## src/rtl/lcd_pkg.sv

```systemverilog
// Shared definitions for the LCD write engine.
//  - lcd_state_e : engine FSM states
//  - CMD_*       : bit positions inside the 32-bit LSU command word
//  - INIT_ROM    : power-up init bytes, sent in index order 0..3 with RS=0
//  - is_slow_cmd : clear/home commands need the long execute wait
//  - max_int     : helper for sizing the shared timer
package lcd_pkg;

  typedef enum logic [2:0] {
    ST_PWRUP,
    ST_LOAD,
    ST_SETUP,
    ST_PULSE,
    ST_HOLD,
    ST_EXEC,
    ST_IDLE
  } lcd_state_e;

  localparam int CMD_ON_BIT   = 31;
  localparam int CMD_RS_BIT   = 9;
  localparam int CMD_DATA_MSB = 7;
  localparam int CMD_DATA_LSB = 0;

  localparam int INIT_LEN = 4;
  // Element 0 is the first byte sent: function set, display on, clear, entry mode.
  localparam logic [INIT_LEN-1:0][7:0] INIT_ROM = {8'h06, 8'h01, 8'h0C, 8'h38};

  // Clear (0x01) and return-home (0x02/0x03) are the only instructions with
  // the multi-millisecond execute time; data writes are never slow.
  function automatic logic is_slow_cmd(input logic rs, input logic [7:0] b);
    return !rs && ((b == 8'h01) || (b == 8'h02) || (b == 8'h03));
  endfunction

  function automatic int max_int(input int a, input int b);
    return (a > b) ? a : b;
  endfunction

endpackage

```

## src/rtl/lcd_write_engine_timer.sv

```systemverilog
// Down-counter shared by every timed state of the LCD write engine.
//  clk_i, rst_i : clock, synchronous active-high reset (counter <- RST_VAL)
//  load_i       : load load_val_i this cycle (takes priority over counting)
//  value_o      : current count
//  zero_o       : count has reached 0; the counter holds there, never wraps
module lcd_timer #(
  parameter int W       = 8,
  parameter int RST_VAL = 0
) (
  input  logic         clk_i,
  input  logic         rst_i,
  input  logic         load_i,
  input  logic [W-1:0] load_val_i,
  output logic [W-1:0] value_o,
  output logic         zero_o
);

  logic [W-1:0] count_q;
  logic [W-1:0] count_d;

  always_comb begin
    count_d = count_q;
    if (load_i) begin
      count_d = load_val_i;
    end else if (count_q != '0) begin
      count_d = count_q - 1'b1;
    end
  end

  always_ff @(posedge clk_i) begin
    if (rst_i) begin
      count_q <= W'(RST_VAL);
    end else begin
      count_q <= count_d;
    end
  end

  assign value_o = count_q;
  assign zero_o  = (count_q == '0);

endmodule

```

## src/rtl/lcd_write_engine.sv

```systemverilog
// HD44780-style LCD write engine fed by LSU stores to the LCD register.
// Runs the power-up init sequence itself, then accepts one command word at a
// time and sequences setup / EN pulse / hold / execute wait on the LCD pins.
//  clk_i, rst_i   : clock, synchronous active-high reset
//  cmd_valid_i    : LSU store to the LCD address
//  cmd_data_i     : [31]=LCD_ON, [9]=RS, [7:0]=byte
//  cmd_ready_o    : command accepted when high together with cmd_valid_i
//  status_o       : {30'b0, init_done, busy}
//  lcd_on_o       : LCD power/backlight enable
//  lcd_en_o, lcd_rs_o, lcd_rw_o, lcd_data_o : LCD pins (rw is always 0)
module lcd_write_engine
  import lcd_pkg::*;
#(
  parameter int T_PWRUP_CYC = 375000,
  parameter int T_SETUP_CYC = 2,
  parameter int T_EN_CYC    = 12,
  parameter int T_HOLD_CYC  = 2,
  parameter int T_EXEC_CYC  = 1000,
  parameter int T_CLEAR_CYC = 41000
) (
  input  logic        clk_i,
  input  logic        rst_i,
  input  logic        cmd_valid_i,
  input  logic [31:0] cmd_data_i,
  output logic        cmd_ready_o,
  output logic [31:0] status_o,
  output logic        lcd_on_o,
  output logic        lcd_en_o,
  output logic        lcd_rs_o,
  output logic        lcd_rw_o,
  output logic [7:0]  lcd_data_o
);

  localparam int T_MAX = max_int(max_int(max_int(T_PWRUP_CYC, T_SETUP_CYC), max_int(T_EN_CYC, T_HOLD_CYC)),
                                 max_int(T_EXEC_CYC, T_CLEAR_CYC));
  localparam int TW = $clog2(T_MAX + 1);

  lcd_state_e  state_q, state_d;
  logic [1:0]  init_idx_q, init_idx_d;
  logic        init_done_q, init_done_d;
  logic        ready_q, ready_d;
  logic        on_q, on_d;
  logic        en_q, en_d;
  logic        rs_q, rs_d;
  logic [7:0]  data_q, data_d;

  logic          timer_load;
  logic [TW-1:0] timer_val;
  logic [TW-1:0] timer_value_unused;
  logic          timer_zero;
  logic          accept;
  logic          unused_cmd_bits;

  lcd_timer #(
    .W       (TW),
    .RST_VAL (T_PWRUP_CYC)
  ) u_timer (
    .clk_i      (clk_i),
    .rst_i      (rst_i),
    .load_i     (timer_load),
    .load_val_i (timer_val),
    .value_o    (timer_value_unused),
    .zero_o     (timer_zero)
  );

  assign accept          = cmd_valid_i && ready_q;
  assign unused_cmd_bits = ^{cmd_data_i[30:10], cmd_data_i[8]};

  // Every state transition reloads the timer with (duration - 1), so a state
  // lasts exactly its cycle count and advances on the cycle the timer hits 0.
  always_comb begin
    state_d     = state_q;
    init_idx_d  = init_idx_q;
    init_done_d = init_done_q;
    ready_d     = 1'b0;
    on_d        = on_q;
    en_d        = 1'b0;
    rs_d        = rs_q;
    data_d      = data_q;
    timer_load  = 1'b0;
    timer_val   = '0;
    case (state_q)
      ST_PWRUP: begin
        on_d = 1'b1;
        if (timer_zero) begin
          state_d    = ST_LOAD;
          timer_load = 1'b1;
          rs_d       = 1'b0;
          data_d     = INIT_ROM[init_idx_q];
        end
      end
      ST_LOAD: begin
        if (timer_zero) begin
          state_d    = ST_SETUP;
          timer_load = 1'b1;
          timer_val  = TW'(T_SETUP_CYC - 1);
        end
      end
      ST_SETUP: begin
        if (timer_zero) begin
          state_d    = ST_PULSE;
          en_d       = 1'b1;
          timer_load = 1'b1;
          timer_val  = TW'(T_EN_CYC - 1);
        end
      end
      ST_PULSE: begin
        en_d = 1'b1;
        if (timer_zero) begin
          state_d    = ST_HOLD;
          en_d       = 1'b0;
          timer_load = 1'b1;
          timer_val  = TW'(T_HOLD_CYC - 1);
        end
      end
      ST_HOLD: begin
        if (timer_zero) begin
          state_d    = ST_EXEC;
          timer_load = 1'b1;
          timer_val  = is_slow_cmd(rs_q, data_q) ? TW'(T_CLEAR_CYC - 1) : TW'(T_EXEC_CYC - 1);
        end
      end
      ST_EXEC: begin
        if (timer_zero) begin
          if (!init_done_q && (init_idx_q != 2'(INIT_LEN - 1))) begin
            state_d    = ST_LOAD;
            init_idx_d = init_idx_q + 2'd1;
            timer_load = 1'b1;
            rs_d       = 1'b0;
            data_d     = INIT_ROM[init_idx_q + 2'd1];
          end else begin
            state_d     = ST_IDLE;
            init_done_d = 1'b1;
            ready_d     = 1'b1;
          end
        end
      end
      ST_IDLE: begin
        if (accept) begin
          // Bus and power enable latch on the accept edge; ready drops after it.
          state_d    = ST_SETUP;
          on_d       = cmd_data_i[CMD_ON_BIT];
          rs_d       = cmd_data_i[CMD_RS_BIT];
          data_d     = cmd_data_i[CMD_DATA_MSB:CMD_DATA_LSB];
          timer_load = 1'b1;
          timer_val  = TW'(T_SETUP_CYC - 1);
        end else begin
          ready_d = 1'b1;
        end
      end
      default: begin
        state_d    = ST_PWRUP;
        init_idx_d = '0;
        timer_load = 1'b1;
        timer_val  = TW'(T_PWRUP_CYC);
      end
    endcase
  end

  always_ff @(posedge clk_i) begin
    if (rst_i) begin
      state_q     <= ST_PWRUP;
      init_idx_q  <= '0;
      init_done_q <= 1'b0;
      ready_q     <= 1'b0;
      on_q        <= 1'b0;
      en_q        <= 1'b0;
      rs_q        <= 1'b0;
      data_q      <= 8'h00;
    end else begin
      state_q     <= state_d;
      init_idx_q  <= init_idx_d;
      init_done_q <= init_done_d;
      ready_q     <= ready_d;
      on_q        <= on_d;
      en_q        <= en_d;
      rs_q        <= rs_d;
      data_q      <= data_d;
    end
  end

  assign cmd_ready_o = ready_q;
  assign status_o    = {30'b0, init_done_q, ~ready_q};
  assign lcd_on_o    = on_q;
  assign lcd_en_o    = en_q;
  assign lcd_rs_o    = rs_q;
  assign lcd_rw_o    = 1'b0;
  assign lcd_data_o  = data_q;

endmodule

```

## config.mk

```make
export PLATFORM = sky130hd
export DESIGN_NAME = lcd_write_engine
export DESIGN_NICKNAME = d
export VERILOG_FILES = /design/src/rtl/lcd_pkg.sv /design/src/rtl/lcd_write_engine_timer.sv /design/src/rtl/lcd_write_engine.sv
export SDC_FILE = /design/constraint.sdc
export NUM_CORES = 1
export LEC_CHECK = 0
export ABC_CLOCK_PERIOD_IN_PS = 2800
export CAP_MARGIN = 40
export CELL_PAD_IN_SITES_DETAIL_PLACEMENT = 1
export CELL_PAD_IN_SITES_GLOBAL_PLACEMENT = 1
export CORE_ASPECT_RATIO = 2
export CORE_MARGIN = 3
export CORE_UTILIZATION = 30
export DETAILED_ROUTE_END_ITERATION = 12
export PLACE_DENSITY = 0.86
export SYNTH_ARGS = -nofsm -noshare
export SYNTH_HDL_FRONTEND = slang
export SYNTH_HIERARCHICAL = 1
export SYNTH_SLANG_ARGS = --single-unit
```

## constraint.sdc

```tcl
create_clock -name clk_i -period 2.8 [get_ports clk_i]
set_input_delay 0.56 -clock clk_i [delete_from_list [all_inputs] [get_ports clk_i]]
set_output_delay 0.56 -clock clk_i [all_outputs]
set_load 0.02 [all_outputs]
```

# Word level (Yosys, flattened, before mapping)
# Cells that the tools add are included.
totals:
  ff_bits: 37
  latchBits: 0
  ramBits: 0
  mem_bits_ro: 0
  wordCells: 103
  mem_count: 0
op_classes:
  addsub: 2
  multipliers: 0
  div_mod_pow: 0
  order_cmp: 2
  eq_ne: 18
  n_shift: 0
  n_mux: 47
  bitwise_logic: 3
  reduce_logical: 22
ops:
  columns: ["op", "count"]
  rows:
  - ["19-bit case mux with 5 select lines", 1]
  - ["8-bit two-way mux", 6]
  - ["19-bit two-way mux", 2]
  - ["8-bit binary-select mux with 2-bit select", 2]
  - ["16-bit two-way mux", 2]
  - ["3-bit two-way mux", 8]
  - ["8-bit case mux with 3 select lines", 1]
  - ["3-bit case mux with 7 select lines", 1]
  - ["19-bit zero test", 1]
  - ["19-bit nonzero test", 1]
  - ["19-bit by 1-bit subtractor with 19-bit output (second input constant)", 1]
  - ["2-bit inequality test (second input constant)", 9]
  - ["8-bit by 2-bit == test with 1-bit output (second input constant)", 2]
  - ["1-bit two-way mux", 15]
  - ["3-bit == test (second input constant)", 3]
  - ["8-bit by 1-bit == test with 1-bit output (second input constant)", 1]
  - ["7-bit AND reduction", 1]
  - ["3-bit by 2-bit == test with 1-bit output (second input constant)", 2]
  - ["2-bit by 3-bit < comparator with 1-bit output (second input constant)", 2]
  - ["1-bit case mux with 2 select lines", 3]
  - ["1-bit case mux with 3 select lines", 2]
  - ["3-bit AND reduction", 2]
  - ["6-bit OR reduction", 1]
  - ["5-bit AND reduction", 1]
  - ["other kinds (15)", 24]

# Logic depth before layout (Yosys ltp)
# Gate-level depths: netlist (run 1).
logic_depth:
  word_depth: 8
  ltp_mapped: 13
  mapped_depth_nobuf: 12

# Modules after synthesis
# The synthesis (run 1) kept the hierarchy.
by_module_without_submodules:
  columns: ["module", "instances", "cells_per_inst", "area_per_inst_um2", "seq_area_each_um2"]
  rows:
  - ["lcd_write_engine", 1, 182, 1446.4, 360.3]
  - ["lcd_timer", 1, 139, 1113.6, 380.4]

# Worst setup path after synthesis (run 1)
# OpenSTA, ideal clock, no wires.
synth_path:
  kind: "register -> register"
  startpoint: "reg u_timer.count_q[14] (netlist: u_timer/value_o[14])"
  endpoint: "reg u_timer.count_q[15] (netlist: u_timer/value_o[15])"
  setup_time_ns: 0.122
  t_arrival_ns: 2.941
  required_time_ns: 2.678
  path_slack_ns: -0.263
  stages_incl_launch_ff: 12
  path_buffers: 4
  cell_sequence: "dfxtp_1 or4_1 or2_2 clkbuf_1 nor4_2 clkbuf_1 a21oi_1 a21oi_1 clkbuf_1 inv_1 clkbuf_1 o311a_1"
synth_between:
  elab_chain_len: 4
synth_rtl:
  columns: ["item", "line_no", "source"]
  rows:
  - ["start: declaration", "lcd_write_engine_timer.sv:18", "logic [W-1:0] count_q;"]
  - ["start signal: assignment", "lcd_write_engine_timer.sv:32", "count_q <= W'(RST_VAL);"]
  - ["start signal: assignment", "lcd_write_engine_timer.sv:34", "count_q <= count_d;"]
  - ["19-bit zero test *", "lcd_write_engine_timer.sv:39", "assign zero_o = (count_q == '0);"]
  - ["named net timer_zero", "lcd_write_engine.sv:50", "logic timer_zero;"]
  - ["1-bit two-way mux (on tied branches)", null, null]
  - ["1-bit case mux with 3 select lines *", "lcd_write_engine.sv:82", "case (state_q)"]
  - ["named net timer_load", "lcd_write_engine.sv:47", "logic timer_load;"]
  - ["19-bit two-way mux or 2-bit nonzero test (tied branches)", null, null]
# Mark *: on every way through the listed nets, which the timed path passes. The rest lies on a longest branch. The select of a mux whose other input is x is not followed.
# A chain may end at the register's enable or synchronous reset.

# Final worst setup path (run 1)
layout_path:
  startpoint: "reg u_timer.count_q[0] (netlist: u_timer/value_o[0])"
  endpoint: "reg u_timer.count_q[7] (netlist: u_timer/value_o[7])"
layout_between:
  elab_chain_len: 4
layout_rtl:
  columns: ["item", "line_no", "source"]
  rows:
  - ["19-bit zero test *", "lcd_write_engine_timer.sv:39", null]
  - ["named net timer_zero", "lcd_write_engine.sv:50", null]
  - ["16-bit two-way mux, or another cell as far along", "lcd_write_engine.sv:117", "if (timer_zero) begin"]
  - ["19-bit case mux with 5 select lines or 1-bit case mux with 3 select lines (tied branches)", "lcd_write_engine.sv:82", null]
  - ["19-bit two-way mux or 2-bit nonzero test (tied branches)", null, null]
# Marked as above.

==> summary.txt, run 1 <==
Synthesis
  • Register bit total from synthesis: 37
  • Post-synthesis mux area share: 1.17%
  • Sequential fraction of the synthesis area: 28.9%
  • XOR/XNOR share of the synthesized area: roughly 3.1%
  • Area fraction in compound gates after synthesis: 24.0%
  • Count leader, synth: dfxtp_1
  • Commonest cells in the netlist: 37 x dfxtp_1, 33 x buf_4, 26 x a21oi_1
  • Syn_area_per_cell: 7.97 sq um
  • Post-Synth Adder-Cell Area: 3.42%
  • Synth warn: 6
  • Number of synthesized flops with an enable pin: 0
  • Ys flop type: dfxtp_1
  • Top cells by area, synth: dfxtp_1 29%, buf_4 9.7%, a21oi_1 5.1%, ha_1 3.4%, nand2_1 3.4%
  • Post-synth top area share: 28.9%
  • Largest family of logic cells by synthesized area: simple AND/OR/NAND/NOR gates
  • Post-synth top area cell: dfxtp_1
  • Post-synth ARST share: 0%
  • Mapped Area: 2560 sq um
  • Synthesized instance count: 321
  • Synth cell types: just under 70
  • Synth Area in Simple Gates: around 24%

Clock network
  • Clk sink count: 37
  • H-tree depth: 2
  • Root cell of the clock tree: clkbuf_16
  • Clock Latency Late Sink: 290 ps
  • Cts bufs inserted: 5
  • Reg clk slew, reported paths: 60 ps
  • Postcts setup bufs: 0
  • CTS max path bufs: 2
  • Clock tree from TritonCTS: done

Worst setup path
  • CP startpoint: u_timer/value_o[0]
  • Worst setup EP type: flop
  • Critical path startpoint category: flop
  • Worst EP arrival: 2840 ps
  • Critical Path RT: just under 3000 ps
  • Critical R2R Launch: u_timer/value_o[0]
  • Setup CP Type: reg2reg
  • Critical Path Fanout Max: 5

Worst hold path
  • Min-Delay Path Class: reg2reg
  • Min-delay src: lcd_data_o[3]

Power
  • Static Leak: between 1 and 1.5 nW
  • VDD IR max: ~0.37 mV
  • Power Dens Cells: 434 nW/um^2

Finish
  • Area Growth Syn to Fin: 20.8%
  • ANT cells: 0
  • Post-layout nets: slightly below 400
  • Layout cell share with drive strength beyond 1: around 14%
  • Final Util: 37.3%
  • Post-route insts no fill: 455

Status
  • Outcome: completed

STA
  • Max-slew violation count: 0
  • Relative slew slack: 60.3%
  • Final Setup Violations: 0
  • Fin Clk Skew: 5.80 ps
  • Fin. Hold Viols: 0
  • Period utilization: 95.3%
  • Final WS setup: 131 ps
  • RSZ-0062 raised after global routing: no
  • Measured slew at the worst slew-check pin: 590 ps
  • Setup_tns: 0 ps
  • Achievable Freq: 375 MHz
  • Fin Hold WS: 477 ps
  • Tmin final: 2670 ps

Global routing
  • Global route overflow: 0
  • Vias in the first global route: between 2000 and 3000
  • Tot GR Track Use: ~18%
  • First-pass GRT wire length: 13400 microns
  • Largest net degree at the start of global routing: 21
  • Antenna violations before repair: 0

Detailed routing
  • Wire length per cell: 18.1 microns
  • Drt total wl: around 8200 microns
  • Iter 0 DRT Violations: 67
  • First drt pass iteration count: 4
  • DRC: 0
  • Vias per cell: 5.58
  • Post-route ant nets: 0
  • Vias: 2540

Placement
  • GP Congestion: 0.912
  • HPWL after DPL: 6360 microns
  • Placed cell count: ~450
  • Place WS: about 33 ps
  • Port buffer count: 26

Run
  • Max_cap viols: 0

Floorplanning
  • I/O pins: 80
  • Core Area: 8290 sq um
  • Die Span X: 71.3 microns
  • Die Ht: 137 microns
  • Initial core utilization: 30.9%
  • Full die area: 9750 sq um
  • FP Rows: between 40 and 50
-- final timing paths --
check | cells past startpoint | slack, ps | to
setup / recovery | 14 | 130 | u_timer/value_o[7]
hold / removal | 2 | 480 | lcd_data_o[3]
hold reg to reg | 2 | 480 | lcd_data_o[3]
setup reg to reg | 14 | 130 | u_timer/value_o[7]
-- metal layers --
metal	routed length [microns]	GRT usage (%)	up-vias	share of wire [%]
li1	-	-	1183	-
met2	4960	36.2	86	60
met5	0	0	-	0
met4	335	9.73	0	4.1
met1	2610	15.3	1240	32
met3	314	2.28	31	3.8
-- final cells by class --
| class | instances | area, sq um |
|---|---|---|
| Clock inverter | 1 | 30.0 |
| Sequential cell | 37 | 746 |
| Inverter | 12 | 45.0 |
| Timing Repair Buffer | 47 | 422 |
| Fill cell | 999 | 5200 |
| Tap cell | 98 | 123 |
| Multi-Input combinational cell | 253 | 1590 |
| Clock buffer | 7 | 143 |
-- critical path, stage by stage, from the launching register on --
cell	delay (ps)
dfxtp_4	370
inv_1	60
ha_2	200
nor4b_2	160
buf_4	160
nand2_2	90
nor4_4	60
buf_4	150
and2b_1	170
nand3b_1	100
inv_1	80
and2_1	170
or2_2	300
or3_1	360
o311a_1	130
-- per-stage QoR --
stage	total power [mW]	instance area (sq um)
2_1_floorplan	0.671	2720
3_3_place_gp	0.670	2900
3_5_place_dp	0.676	2900
4_1_cts	1.35	3070
5_1_grt	1.38	3090
6_report	1.34	3090
-- layout by cell type, fill, tap and decap left out, types with 3 or more instances in the layout --
master	synthesis	routed
a41o_1	3	3
nor2_1	22	22
inv_1	11	11
mux2i_1	3	3
or2_2	3	3
o31ai_1	7	7
a21oi_1	26	26
o22ai_1	3	3
xnor2_1	5	5
conb_1	1	34
nand3_1	7	7
nor3_1	14	14
clkdlybuf4s50_1	0	26
xor2_1	4	4
and2_1	3	3
a41oi_1	3	3
dfxtp_1	37	35
nand2_1	23	22
a221o_1	4	4
ha_1	7	6
a211oi_1	3	3
nor4_1	5	5
o21ai_0	13	13
clkbuf_16	0	5
nor3b_1	3	3
or4_4	2	3
buf_4	33	20
and4_4	3	3
-- kinds of logic after synthesis --
kind of cell,Yosys count
DFF,37
xor gates and xnor gates,9
and+or+nand+nor,111
other,1
AOI/OAI and AO/OA,89
buffers and inverters,64
adders and majority gates,7
muxes,3
-- sequential cells by signal, indices dropped and copies added (netlist names) --
register         flops
lcd_data_o           8
lcd_en_o             1
state_q              3
lcd_rs_o             1
lcd_on_o             1
init_idx_q           2
cmd_ready_o          1
init_done_q          1
u_timer/value_o     19
-- repair_timing --
item,in CTS,in global routing
pin swaps,0,2
setup endpoints to repair,1,22
hold buffers,0,0
gates resized for setup,1,6
-- where the power goes --
part,switching [mW],total (mW),internal [mW]
registers,0.0157,0.553,0.538
clock network,0.228,0.673,0.445
logic,0.0757,0.117,0.0415
No activity file was read; power rests on OpenSTA's default activity.
==> inputs of run 2 (changes only) <==
ABC_AREA = 1   (was not set)
CORE_UTILIZATION = 29   (was 30)
GPL_TIMING_DRIVEN = 0   (was not set)
==> run 2 against run 1 <==
  * Utilization up 0.84 points
  * Critical path type unchanged
  * Synthesized area up 5.5%
  * Final area grew 11%
==> summary.txt, run 2 <==
Clock network
  • Clock tree from TritonCTS: done
  • Root cell of the clock tree: clkbuf_16
  • Reg clk slew, reported paths: about 60 ps
  • Cts bufs inserted: 5
  • Clock Latency Late Sink: 280 ps
  • Hold-fix buffers, CTS: 0
  • CTS max path bufs: 2
  • H-tree depth: 2
  • Clk sink count: 37

Worst setup path
  • CP startpoint: u_timer/value_o[0]
  • Setup CP Type: reg2reg
  • Worst EP arrival: 2830 ps
  • Worst setup EP type: flop
  • Critical R2R Launch: u_timer/value_o[0]
  • R2r setup slk: 170 ps
  • Critical path startpoint category: flop
  • FF-to-FF path depth: 17
  • Critical Path RT: 3000 ps
  • Critical Path Fanout Max: 10

Power
  • Static Leak: 1.61 nW
  • Overall power: 1.40 mW
  • VDD IR max: 0.293 mV
  • Power Dens Cells: just over 400 nW/um^2

STA
  • Max-slew violation count: 0
  • Tmin final: 2630 ps
  • Relative slew slack: 59.2%
  • Fin. Hold Viols: 0
  • Fin Hold WS: around 480 ps
  • Setup_tns: 0 ps
  • Achievable Freq: around 380 MHz
  • Fin Clk Skew: around 4.7 ps
  • Period utilization: 93.9%
  • Final WS setup: 171 ps
  • Final Setup Violations: 0
  • Measured slew at the worst slew-check pin: 607 ps

Finish
  • Layout cell share with drive strength beyond 1: approximately 18%
  • Largest register FFs: 19
  • Area Growth Syn to Fin: 27.3%
  • ANT cells: 0
  • Most common cell after layout, fill and taps aside: nand2_1
  • Most frequent cells in the layout: 103 x nand2_1, 73 x nor2_1, 37 x buf_4, 37 x dfxtp_1, 34 x conb_1
  • Post-route insts no fill: 589
  • Post-layout nets: 528
  • Post-route cell area: 3440 sq um
  • Final Util: 38.1%

Detailed routing
  • Drt total wl: 8320 microns
  • Vias per cell: about 4.7
  • Post-route ant nets: 0
  • Vias: 2767
  • DRC: 0
  • Iter 0 DRT Violations: 81
  • First drt pass iteration count: 4
  • Wire length per cell: 14.1 microns

Run
  • Max_cap viols: 0

Placement
  • Placed cell count: approximately 580
  • Port buffer count: 25
  • DP Area: 3200 sq um
  • HPWL after DPL: 6620 microns
  • Place WS: -450 ps
  • GP Congestion: 0.922

Synthesis
  • Sequential fraction of the synthesis area: a little over a quarter
  • Synth warn: 6
  • Post-synth ARST share: 0%
  • Count leader, synth: nand2_1
  • Register bit total from synthesis: 37
  • Mapped Area: 2700 sq um
  • Top cells by area, synth: dfxtp_1 27%, nand2_1 14%, nor2_1 10%, buf_4 9.5%, nand3_1 4.4%
  • Syn_area_per_cell: between 6 and 7 sq um
  • Synth cell types: 33
  • Commonest cells in the netlist: 103 x nand2_1, 75 x nor2_1, 37 x dfxtp_1
  • Synthesized instance count: around 420
  • Number of synthesized flops with an enable pin: 0
  • Ys flop type: dfxtp_1
  • Post-synth top area cell: dfxtp_1
  • Post-synth top area share: 27.4%

Floorplanning
  • Die Ht: ~140 microns
  • Die Span X: roughly 74 microns
  • Initial core utilization: 30.0%
  • FP Rows: 49
  • Core Area: 9010 sq um
  • Full die area: around 11000 sq um
  • I/O pins: 80

Worst hold path
  • Worst hold path depth: 2
  • Min-delay src: init_done_q
  • Min-Delay Path Class: reg2reg

Status
  • Outcome: completed

Global routing
  • Tot GR Track Use: 16.2%
  • First-pass GRT wire length: 13200 microns
  • Antenna violations before repair: 0
  • Vias in the first global route: 2916
  • Largest net degree at the start of global routing: 12
  • Global route overflow: 0
## run 2: area by class of cell
class | instances | area [sq um]
buffer | 43 | 314
clock buffer | 7 | 143
clock inverter | 1 | 30.0
fill | 1186 | 5580
inverter | 39 | 146
multi-input combinational | 332 | 1660
sequential | 37 | 741
tap | 102 | 128
timing repair buffer | 28 | 273
## run 2: path summary, 6_finish.rpt
kind	end
worst max-delay path	u_timer/value_o[10]
worst min-delay path	init_done_q
worst max register to register	u_timer/value_o[10]
worst min register to register	init_done_q
## run 2: routing by layer
layer	share of wire, %	global-route usage (%)
met2	60	34.1
met4	5.4	10.5
met1	31	12.5
met5	0	0
met3	3.3	2.05
## run 2: timing repair
| action | 4_1_cts | 5_1_grt |
|---|---|---|
| resized for setup | 6 | 4 |
| setup endpoints to repair | 19 | 22 |
| endpoints found under the hold margin | 0 | 0 |
| pin swaps | 2 | 1 |
| setup buffers | 1 | 2 |
## run 2: worst max-delay path: stages, from the launching register on
cell	delay [ps]
dfxtp_1	320
inv_1	130
ha_4	190
nand3_2	110
nor2_4	170
nand2_1	100
nor2_1	120
nand3_2	130
nor2_4	170
nand2_1	120
nor2_4	140
a21oi_1	70
nand3_2	120
inv_1	110
buf_4	190
nand4_1	120
nand2_1	80
nor3_1	140
## run 2: logic make-up (layout without fill, tap and decap cells)
logic type / count (synthesis) / after routing / synth area share, %
xor+xnor: 10 / 10 / 3.24
flops: 37 / 37 / 27.4
buf+inv: 82 / 118 / 17.0
other cells: 1 / 34 / 0.139
simple gates: 239 / 239 / 40.9
fa+ha+maj: 7 / 7 / 3.24
compound gates: 42 / 42 / 8.06
## run 2: power by group
| group | internal, mW | switching (mW) | leakage [nW] |
|---|---|---|---|
| clock network | 0.445 | 0.226 | 0.0841 |
| registers | 0.539 | 0.0124 | 0.300 |
| logic | 0.0745 | 0.101 | 1.23 |
